$ cat config.mk
export PLATFORM = sky130hd
export DESIGN_NAME = hub_slot_scheduler
export DESIGN_NICKNAME = d
export VERILOG_FILES = /design/src/rtl/hub_slot_scheduler.sv
export SDC_FILE = /design/constraint.sdc
export NUM_CORES = 1
export LEC_CHECK = 0
export CAP_MARGIN = 20
export CORE_AREA = 2 2 39 41
export CTS_CLUSTER_DIAMETER = 120
export CTS_CLUSTER_SIZE = 12
export DETAILED_ROUTE_END_ITERATION = 8
export DIE_AREA = 0 0 41 43
export DONT_BUFFER_PORTS = 1
export MAX_ROUTING_LAYER = met4
export PLACE_DENSITY = 0.56
export SLEW_MARGIN = 20
export SYNTH_ARGS = -nofsm -noshare
export SYNTH_HDL_FRONTEND = slang
export SYNTH_SLANG_ARGS = --single-unit
$ cat constraint.sdc
create_clock -name clock_160 -period 4 [get_ports clock_160]
set_clock_uncertainty 0.2 [all_clocks]
set_input_delay 0.6 -clock clock_160 [delete_from_list [all_inputs] [get_ports clock_160]]
set_output_delay 0.6 -clock clock_160 [all_outputs]
set_load 0.005 [all_outputs]
$ cat src/rtl/hub_slot_scheduler.sv
// Hub time-slot scheduler: two-phase hub cycle, slot rotation (fixed or skip-idle)
// and one-hot grant issue to the cog owning the current slot.
module hub_slot_scheduler #(
   parameter int NUMCOGS   = 8,
   parameter bit SKIP_IDLE = 1'b0
) (
   input  logic               clock_160,
   input  logic               inp_resn,
   input  logic [NUMCOGS-1:0] cog_ena,
   input  logic [NUMCOGS-1:0] cog_req,
   output logic               hub_phase,
   output logic [2:0]         slot,
   output logic [NUMCOGS-1:0] grant,
   output logic               rot_start
);

   logic               phase_q, phase_d;
   logic [2:0]         slot_q, slot_d;
   logic [NUMCOGS-1:0] grant_q, grant_d;
   logic [NUMCOGS-1:0] onehot_s;
   logic [2:0]         next_slot_s;
   logic [2:0]         cand_s;
   logic               found_s;

   // Wrap by compare-and-subtract so non-power-of-two cog counts wrap correctly.
   function automatic logic [2:0] slot_add(input logic [2:0] base, input logic [3:0] step);
      logic [3:0] sum;
      sum = {1'b0, base} + step;
      if (sum >= 4'(NUMCOGS)) begin
         sum = sum - 4'(NUMCOGS);
      end else begin
         sum = sum;
      end
      return sum[2:0];
   endfunction

   function automatic logic ena_at(input logic [NUMCOGS-1:0] ena, input logic [2:0] idx);
      logic hit;
      hit = 1'b0;
      for (int j = 0; j < NUMCOGS; j++) begin
         if (idx == 3'(j)) begin
            hit = ena[j];
         end else begin
            hit = hit;
         end
      end
      return hit;
   endfunction

   // Slot decode, next-slot selection and next-state for phase/slot/grant.
   always_comb begin
      phase_d     = ~phase_q;
      slot_d      = slot_q;
      grant_d     = '0;
      next_slot_s = slot_add(slot_q, 4'd1);
      cand_s      = 3'd0;
      found_s     = 1'b0;
      for (int j = 0; j < NUMCOGS; j++) begin
         onehot_s[j] = (slot_q == 3'(j));
      end
      if (SKIP_IDLE) begin
         // Smallest k wins; with nothing enabled the plain increment stays selected.
         for (int k = 1; k <= NUMCOGS; k++) begin
            cand_s = slot_add(slot_q, 4'(k));
            if (!found_s && ena_at(cog_ena, cand_s)) begin
               next_slot_s = cand_s;
               found_s     = 1'b1;
            end else begin
               found_s = found_s;
            end
         end
      end else begin
         next_slot_s = next_slot_s;
      end
      if (!phase_q) begin
         grant_d = onehot_s & cog_req & cog_ena;
      end else begin
         grant_d = '0;
         slot_d  = next_slot_s;
      end
   end

   // State registers, cleared immediately by reset.
   always_ff @(posedge clock_160 or negedge inp_resn) begin
      if (!inp_resn) begin
         phase_q <= 1'b0;
         slot_q  <= 3'd0;
         grant_q <= '0;
      end else begin
         phase_q <= phase_d;
         slot_q  <= slot_d;
         grant_q <= grant_d;
      end
   end

   assign hub_phase = phase_q;
   assign slot      = slot_q;
   assign grant     = grant_q;
   assign rot_start = (slot_q == 3'd0) && !phase_q;

endmodule

* After elaboration in Yosys (flattened, before gate mapping)
Index checks and enable logic that the tools add are counted.
W data, S select, Z words.
** Operators by class
- Equal/unequal tests :: 7
- $lt $le $gt $ge :: 1
- $add $sub $neg :: 2
- Reductions and logical operators :: 3
- Multiplexer cells :: 2
- Bitwise gates (word level) :: 3
** Operators by type and width (count)
- $and A8 B8 Y8 :: 2
- $eq A3 B3 Y1 const B :: 4
- $mux W8 :: 1
- $eq A3 B2 Y1 const B :: 2
- $add A3 B1 Y4 const B :: 1
- $ge A4 B4 Y1 const B :: 1
- $eq A3 B1 Y1 const B :: 1
- $logic_not A3 Y1 :: 1
- $mux W3 :: 1
- $sub A3 B1 Y3 const B :: 1
- $logic_and A1 B1 Y1 :: 1
- $logic_not A1 Y1 :: 1
- $not A1 Y1 :: 1
** Storage, ports and cells
- Output and inout bits :: 13
- Word-level logic and storage cells :: 21
- Bits in registers :: 12

* Logic depth before layout (Yosys ltp)
Gate-level depths: netlist of run 1.
- Word-level depth :: 4
- Depth in mapped cells :: 4

* Least setup slack after synthesis of run 1
No wires, ideal clock.
- Path type :: flip-flop to output port
- Start :: register slot_q[0] (netlist: slot[0])
- End :: output rot_start
- Path slack :: 2.356 ns
- Required time :: 3.200 ns
- Data arrival time :: 0.844 ns
- Stages on the path, launching flop included :: 4
- Path through :: dfrtp_1 > inv_1 > ha_1 > nor3b_4
** Between the ends
- Longest elaborated chain between the ends :: 2
** RTL lines
- from (decl) :: RTL line 18 : logic [2:0] slot_q, slot_d;
- from (signal assigned) :: RTL line 91 : slot_q <= slot_d;
- $logic_not A3 Y1 :: RTL line 99 : assign rot_start = (slot_q == 3'd0) && !phase_q;
- $logic_and A1 B1 Y1 :: RTL line 99
- to (decl) :: RTL line 14 : output logic rot_start
Every way passes these cells.

* Worst setup path after layout of run 1
Ends and elaborated chain as after synthesis.

==> results of run 1 <==
layout make-up:
cell class | instances | share of cell area (%)
inverters | 4 | 2.60
clock buffers | 4 | 6.28
flip-flops and latches | 12 | 51.9
repair buffers | 1 | 1.73
multi-input cells | 25 | 34.0
well taps | 16 | 3.46
synthesized netlist by cell type:
library cell and n:
nand3_1 4, nor3_1 2, and4_1 2, ha_1 6, and3_1 1, nand4b_1 1
o21ai_0 2, inv_1 4, nor2_1 3, buf_6 1, nand2b_1 1, nor3b_4 1
nand2_1 1, dfrtp_1 12, xor2_1 1
final timing paths:
path	cells past startpoint	endpoint	startpoint	slack (ps)
min reg2reg	1	slot[0]$_DFFE_PN0P_	slot[0]$_DFFE_PN0P_	380
min in group asynchronous	1	grant[6]$_DFF_PN0_	inp_resn	540
max reg2reg	4	grant[0]$_DFF_PN0_	slot[0]$_DFFE_PN0P_	2560
max	3	rot_start	slot[0]$_DFFE_PN0P_	1980
min	2	grant[6]$_DFF_PN0_	cog_req[6]	250
max in group asynchronous	1	hub_phase$_DFF_PN0_	inp_resn	2720
metrics by stage:
stage	power [uW]	setup WS (ps)	instance area, sq um	hold WS [ps]
after floorplan	124	2360	523	104
after global placement	124	2290	532	105
after detailed placement	124	2240	532	105
after CTS	220	1950	578	254
after global routing	226	1860	578	260
final	218	1980	578	251
layer usage:
metal / global-route usage, % / part of all wire, %
met5: - / 0
met4: 4.00 / 0
met2: 19.1 / 53
met1: 14.3 / 40
met3: 5.76 / 7.3
flip-flops by register name (all words and copies together) (netlist names):
register	count
grant	8
slot	3
hub_phase	1
what timing repair did:
item	in CTS	in global routing
resized for setup	0	0
hold buffers	1	0
setup endpoints to repair	0	0
endpoints found under the hold margin	12	0
power groups by stage:
stage / Clock [uW] / Sequential (uW) / Combinational [uW]
6_report: 93.4 / 122 / 2.87
5_1_grt: 101 / 122 / 3.49
4_1_cts: 95.4 / 122 / 3.15
3_5_place_dp: 0 / 124 / 0.0755
3_3_place_gp: 0 / 124 / 0.0755
2_1_floorplan: 0 / 124 / 0.0755
worst register-to-register path, stage by stage (launching register included):
cell and delay [ps]:
dfrtp_1 450, inv_1 100, ha_1 230, nor3b_4 160, and3_1 200
kinds of logic (layout without fill, tap and decap cells):
family	Yosys count	after routing
adder cells (fa/ha/maj)	6	6
AND/OR/NAND/NOR	16	16
AO/OA/AOI/OAI	2	2
XOR/XNOR	1	1
buffers and inverters	5	9
flip-flops	12	12
==> impl_metrics.ini, run 1 <==
[status]
outcome = complete, no violations

[cells_and_area]
stdcell_count = 62
final_cell_mix = dfrtp_1, ha_1, inv_1, nand3_1
final_nets = 71
diodes = 0
register_area_sq_um = 300
final_common_cell = dfrtp_1
fin_util_pct = 41.8
drive_gt1_share_pct = 10.9
multi_input_area_sq_um = 196
syn2layout_area_growth_pct = 10.5
fillers = 134

[power_and_ir_drop]
power_frac_comb_pct = 1.3
p_sw_uw = 40.5
p_sw_share_pct = 18.6
seqPwrFrac_pct = 55.9
ir_worst_vdd_v = 0.000181
cellPowerDensity_mw_per_mm2 = 377
leakage_uw = 0.000278
p_int_uw = 178
clkPwrFrac_pct = 42.8

[worst_setup_path]
cp_max_fo = 5
cp_data_arrival_time_ps = 1220
crit_slowest_cell = dfrtp_1
critPathRequiredTime_ps = 3200
path_delay_family = flip-flops
end_kind = output pin
path_buf_inv = 1
startpoint_type = flop
slowest_delay_ps = 450
crit_chain = inv_1 -> ha_1 -> nor3b_4
crit_type = reg2out

[route]
final_antenna_net_count = 0
vias_per_cell = 5.05
drt-total-wl_um = 896
drt_pass1_iterations = 4
routedWlPerCell_um = 14.5
via_count = 313
initialDrtViolationCount = 1
drc_errors = 0

[sta]
period_needed_ps = 2020
tightest_slew_ps = 512
finalMaxSlewViolations = 0
tns_ps = 0
final_hold_viol_count = 0
maxSlewHeadroom_pct = 65.7
setup_viol = 0
rsz0062_at_grt = no
post-route-period-util_pct = 50.6
max_freq_ghz = 0.494

[placement]
numPortBuffers = 0
place.gp.congestion = 0.693
place_hpwl_um = 755
dp_cells = 57

[clocking]
clk_path_buf_depth = 2
path_clk_slew_ps = 70
cts_tree = built
numCtsBuffers = 3
htree_levels = 1
root_buffer = clkbuf_4
worstSkewPairLatency_ps = 270
cts_setup_buffers = 0
cts.sinks = 12

[yosys]
ys_ff_latch = 12
synth_xor_area_share_pct = 1.67
synth-simple-area-share_pct = 19.6
synth_compound_area_share_pct = 1.91
yosysUniqueCellTypes = 15
synth_top_area_share_pct = 57.4
synth_area_sq_um = 523
synth.area.top_cells = dfrtp_1, ha_1, nand3_1
ys_seq_area_share_pct = 57.4
yosysTopAreaCell = dfrtp_1
synth_top_family_by_area = simple AND/OR/NAND/NOR gates
synth-adder-area-share_pct = 14.4
syn_nets = 66
synthCells = 42
ys_warn_count = 0
syn_avg_cell_area_sq_um = 12.5
synthMuxAreaShare_pct = 0

[floorplan]
rows = 14
die_h_um = 43
core_area_sq_mm = 0.00138
die-area_sq_mm = 0.00176
initial_core_util_pct = 37.8
io_pins = 31
die_x_um = 41

[global_routing]
grt_usage_pct = 12.6
antenna_found_initial = 0
grt_pass1_wl_um = 1440
grt_max_degree = 13
grt_pass1_vias = 331
gr-total-overflow = 0

[run]
maxCapViolCount = 0

[hold_path]
hold_path_class = in2reg
Power figures use the tool's default switching activity.
==> run 2: changes to the inputs <==
PLACE_DENSITY = 0.57   (was 0.56)
clock period = 1.8 ns   (was 4 ns; I/O delays follow)
==> impl_metrics.ini, run 2 (synthesis gave the netlist of run 1 again) <==
[cells_and_area]
multi_input_area_sq_um = 204
fillers = 118
register_area_sq_um = 303
postLayoutCellArea_sq_um = 704
final_common_cell = dlygate4sd3_1
syn2layout_area_growth_pct = 34.7
final_cell_mix = dlygate4sd3_1, dfrtp_1, ha_1, nand3_1
drive_gt1_share_pct = 17.2
final_nets = 84
largest_register_ffs = 8
diodes = 0

[clocking]
clk_path_buf_depth = 2
path_clk_slew_ps = 70
cts_tree = built
numCtsBuffers = 3
htree_levels = 1
worstSkewPairLatency_ps = 260
cts.sinks = 12
root_buffer = clkbuf_4

[power_and_ir_drop]
leakage_uw = 0.000310
cellPowerDensity_mw_per_mm2 = 630
ir_worst_vdd_v = 0.000346

[worst_setup_path]
startpoint_type = flop
r2r_slack_ps = 70
rr_startpoint = slot[0]$_DFFE_PN0P_
critPathRequiredTime_ps = 1790
crit_slowest_cell = dlygate4sd3_1
cp_data_arrival_time_ps = 1720
crit_type = reg2reg
r2r_end = grant[6]$_DFF_PN0_
worstRegToRegCells = 5
path_delay_family = buffers and inverters
cp_max_fo = 5
slowest_delay_ps = 570
crit_chain = inv_2 -> ha_2 -> nand3_1 -> dlygate4sd3_1 -> nor2_1
end_kind = flop
path_buf_inv = 2

[floorplan]
rows = 14
die_x_um = 41
die-area_sq_mm = 0.00176
io_pins = 31
initial_core_util_pct = 37.8
core_area_sq_mm = 0.00138
die_h_um = 43

[global_routing]
gr-total-overflow = 0
grt_pass1_wl_um = 1610
grt_pass1_vias = 384
grt_usage_pct = 14.2
antenna_found_initial = 0
grt_max_degree = 13

[hold_path]
worstHoldPathCells = 1
hp-start = cog_ena[3]
hold_path_end = grant[3]$_DFF_PN0_
hold_path_class = in2reg

[route]
final_antenna_net_count = 0
initialDrtViolationCount = 0
vias_per_cell = 5.01
drt-total-wl_um = 1000
routedWlPerCell_um = 13.6
via_count = 371
drt_pass1_iterations = 1
drc_errors = 0

[placement]
place_hpwl_um = 776
place.gp.congestion = 0.702
postPlaceCellArea_sq_um = 532
numPortBuffers = 0

[sta]
period_needed_ps = 1730
hold_slack_ps = 14.2
max_freq_ghz = 0.579
finalMaxSlewViolations = 0
final_hold_viol_count = 0
tightest_slew_ps = 496
post-route-period-util_pct = 95.9
setup_viol = 0
maxSlewHeadroom_pct = 66.8

[status]
outcome = complete, no violations

[run]
maxCapViolCount = 0
run 2: stage by stage:
stage	utilization, %	TNS [ps]	total power [uW]	setup WS, ps	instances
6_report	50.9	0	444	73.6	74
5_1_grt	50.9	-10.2	468	-10.2	74
4_1_cts	49.5	0	449	34.5	73
3_5_place_dp	38.4	0	276	384	57
3_3_place_gp	38.4	0	277	410	57
2_1_floorplan	-	0	276	477	42
run 2: how the worst max path moves through the flow:
| stage | from | endpoint | slack, ps | depth (start not counted) |
|---|---|---|---|---|
| floorplan | slot[0]$_DFFE_PN0P_ | grant[0]$_DFF_PN0_ | 480 | 4 |
| global placement | slot[0]$_DFFE_PN0P_ | grant[0]$_DFF_PN0_ | 410 | 4 |
| detailed placement | slot[0]$_DFFE_PN0P_ | grant[0]$_DFF_PN0_ | 380 | 4 |
| CTS | slot[1]$_DFFE_PN0P_ | grant[1]$_DFF_PN0_ | 30 | 5 |
| global route | slot[0]$_DFFE_PN0P_ | grant[6]$_DFF_PN0_ | -10 | 5 |
| finish | slot[0]$_DFFE_PN0P_ | grant[6]$_DFF_PN0_ | 70 | 5 |
run 2: cell type report:
type	instances	share of cell area [%]
clock buffer	3	3.20
tap	16	2.84
sequential	12	43.0
inverter	4	2.13
timing repair buffer	14	19.9
multi-input combinational	25	29.0
run 2: metal layers:
layer,part of all wire (%),GRT usage [%],vias to the layer above,routed length [um]
li1,-,-,172,-
met1,36,15.1,185,363
met2,56,21.6,14,562
met3,7.9,6.81,0,79
met4,0,6.00,0,0
met5,0,-,-,0
run 2: where the power goes:
group          leakage [uW]  total (uW)  internal [uW]  switching (uW)
combinational      0.000137        22.0           14.6            7.37
sequential         0.000159         271            271           0.487
clock             0.0000138         151           77.1            73.8
total              0.000310         444            362            81.7
run 2: timing repair:
action                                 in CTS  in global routing
buffers inserted                            0                  0
setup endpoints to repair                   0                  4
resized for setup                           0                  6
hold buffers                               13                  1
endpoints found under the hold margin      18                  1
==> run 3: changes to the inputs <==
CORE_AREA = 8 8 45 47   (was 2 2 39 41)
DIE_AREA = 0 0 53 55   (was 0 0 41 43)
==> impl_metrics.ini, run 3 (synthesis gave the netlist of run 1 again) <==
[floorplan]
die_x_um = 53
io_pins = 31
initial_core_util_pct = 37.8
die-area_sq_mm = 0.00292
core_area_sq_mm = 0.00138
rows = 14
die_h_um = 55

[cells_and_area]
diodes = 0
multi_input_area_sq_um = 199
drive_gt1_share_pct = 16.7
final_cell_mix = dlygate4sd3_1, dfrtp_1, ha_1, nand3_1
syn2layout_area_growth_pct = 38.3
largest_register_ffs = 8
register_area_sq_um = 303
fin_util_pct = 52.3
final_nets = 85
fillers = 119
final_common_cell = dlygate4sd3_1

[sta]
tightest_slew_ps = 516
max_freq_ghz = 0.587
finalMaxSlewViolations = 0
tns_ps = 0
post-route-period-util_pct = 94.7
setup_viol = 0
final_hold_viol_count = 0
maxSlewHeadroom_pct = 65.5
period_needed_ps = 1700
rsz0062_at_grt = no
fin_ws_ps = 95.5

[worst_setup_path]
cp_max_fo = 5
cp_data_arrival_time_ps = 1720
slowest_delay_ps = 560
crit_type = reg2reg
path_delay_family = buffers and inverters
end_kind = flop
critPathRequiredTime_ps = 1810
crit_slowest_cell = dlygate4sd3_1
path_buf_inv = 2
startpoint_type = flop
r2r_slack_ps = 100
crit_chain = inv_2 -> ha_1 -> nand3_1 -> dlygate4sd3_1 -> nor2_1

[placement]
numPortBuffers = 0
place_hpwl_um = 968
post-place-ws_ps = 359
place.gp.congestion = 0.738

[route]
vias_per_cell = 5.22
routedWlPerCell_um = 18.1
drt-total-wl_um = 1370
via_count = 397
initialDrtViolationCount = 4
drc_errors = 0
final_antenna_net_count = 0
drt_pass1_iterations = 4

[global_routing]
antenna_found_initial = 0
gr-total-overflow = 0
grt_max_degree = 13
grt_pass1_vias = 441
grt_pass1_wl_um = 2040
grt_usage_pct = 10.5

[power_and_ir_drop]
leakage_uw = 0.000327
power_uw = 511
ir_worst_vdd_v = 0.000605
cellPowerDensity_mw_per_mm2 = 706

[run]
maxCapViolCount = 0

[hold_path]
hold_path_class = in2reg

[status]
outcome = complete, no violations

[clocking]
htree_levels = 1
cts_tree = built
worstSkewPairLatency_ps = 270
numCtsBuffers = 3
root_buffer = clkbuf_4
clk_path_buf_depth = 2
path_clk_slew_ps = 70
cts.sinks = 12
run 3: cell types whose count changed in the layout (fill, tap and decap cells not counted):
cell	previous run	this run
nor3_2	1	0
nor3_1	1	2
dlygate4sd3_1	14	15
clkbuf_8	0	1
run 3: layout make-up:
cell class | count | share of cell area [%]
flip-flops and latches | 12 | 41.9
multi-input cells | 25 | 27.5
clock buffers | 4 | 5.02
inverters | 4 | 2.08
repair buffers | 15 | 20.8
well taps | 16 | 2.77
run 3: per-layer routing:
metal / part of all wire (%) / GRT usage (%) / wire [um]
met1: 26 / 6.90 / 351
met4: 2.6 / 8.62 / 36
met5: 0 / - / 0
met3: 12 / 5.35 / 161
met2: 60 / 19.7 / 823
run 3: worst register-to-register path: stages (launching register included):
cell           delay, ps
dfrtp_2              460
inv_2                 80
ha_1                 170
nand3_1               80
dlygate4sd3_1        560
nor2_1                90
run 3: repair_timing:
action / in CTS / in global routing
setup buffers: 0 / 0
hold endpoints to repair: 19 / 2
setup endpoints to repair: 0 / 4
resized for setup: 0 / 5
hold buffers: 14 / 2
run 3: power by group:
part	total (uW)	switching (uW)	internal (uW)
sequential	271	0.594	270
clock	212	89.2	123
combinational	27.8	8.82	18.9
run 3: path summary, 6_finish.rpt:
| check | to | from | cells past startpoint |
|---|---|---|---|
| max reg2reg | grant[6]$_DFF_PN0_ | slot[0]$_DFFE_PN0P_ | 5 |
| min | grant[7]$_DFF_PN0_ | cog_ena[7] | 1 |
| min in group asynchronous | grant[6]$_DFF_PN0_ | inp_resn | 1 |
| max | grant[6]$_DFF_PN0_ | slot[0]$_DFFE_PN0P_ | 5 |
| max in group asynchronous | slot[1]$_DFFE_PN0P_ | inp_resn | 1 |
| min reg2reg | slot[0]$_DFFE_PN0P_ | slot[0]$_DFFE_PN0P_ | 1 |
run 3: per-stage QoR:
stage               hold slack (ps)  std cells  instance area (sq um)
floorplan                      -226         42                    523
CTS                            1.29         75                    708
finish                         9.43         76                    723
detailed placement             -225         57                    532
global route                   8.11         76                    723
global placement               -225         57                    532
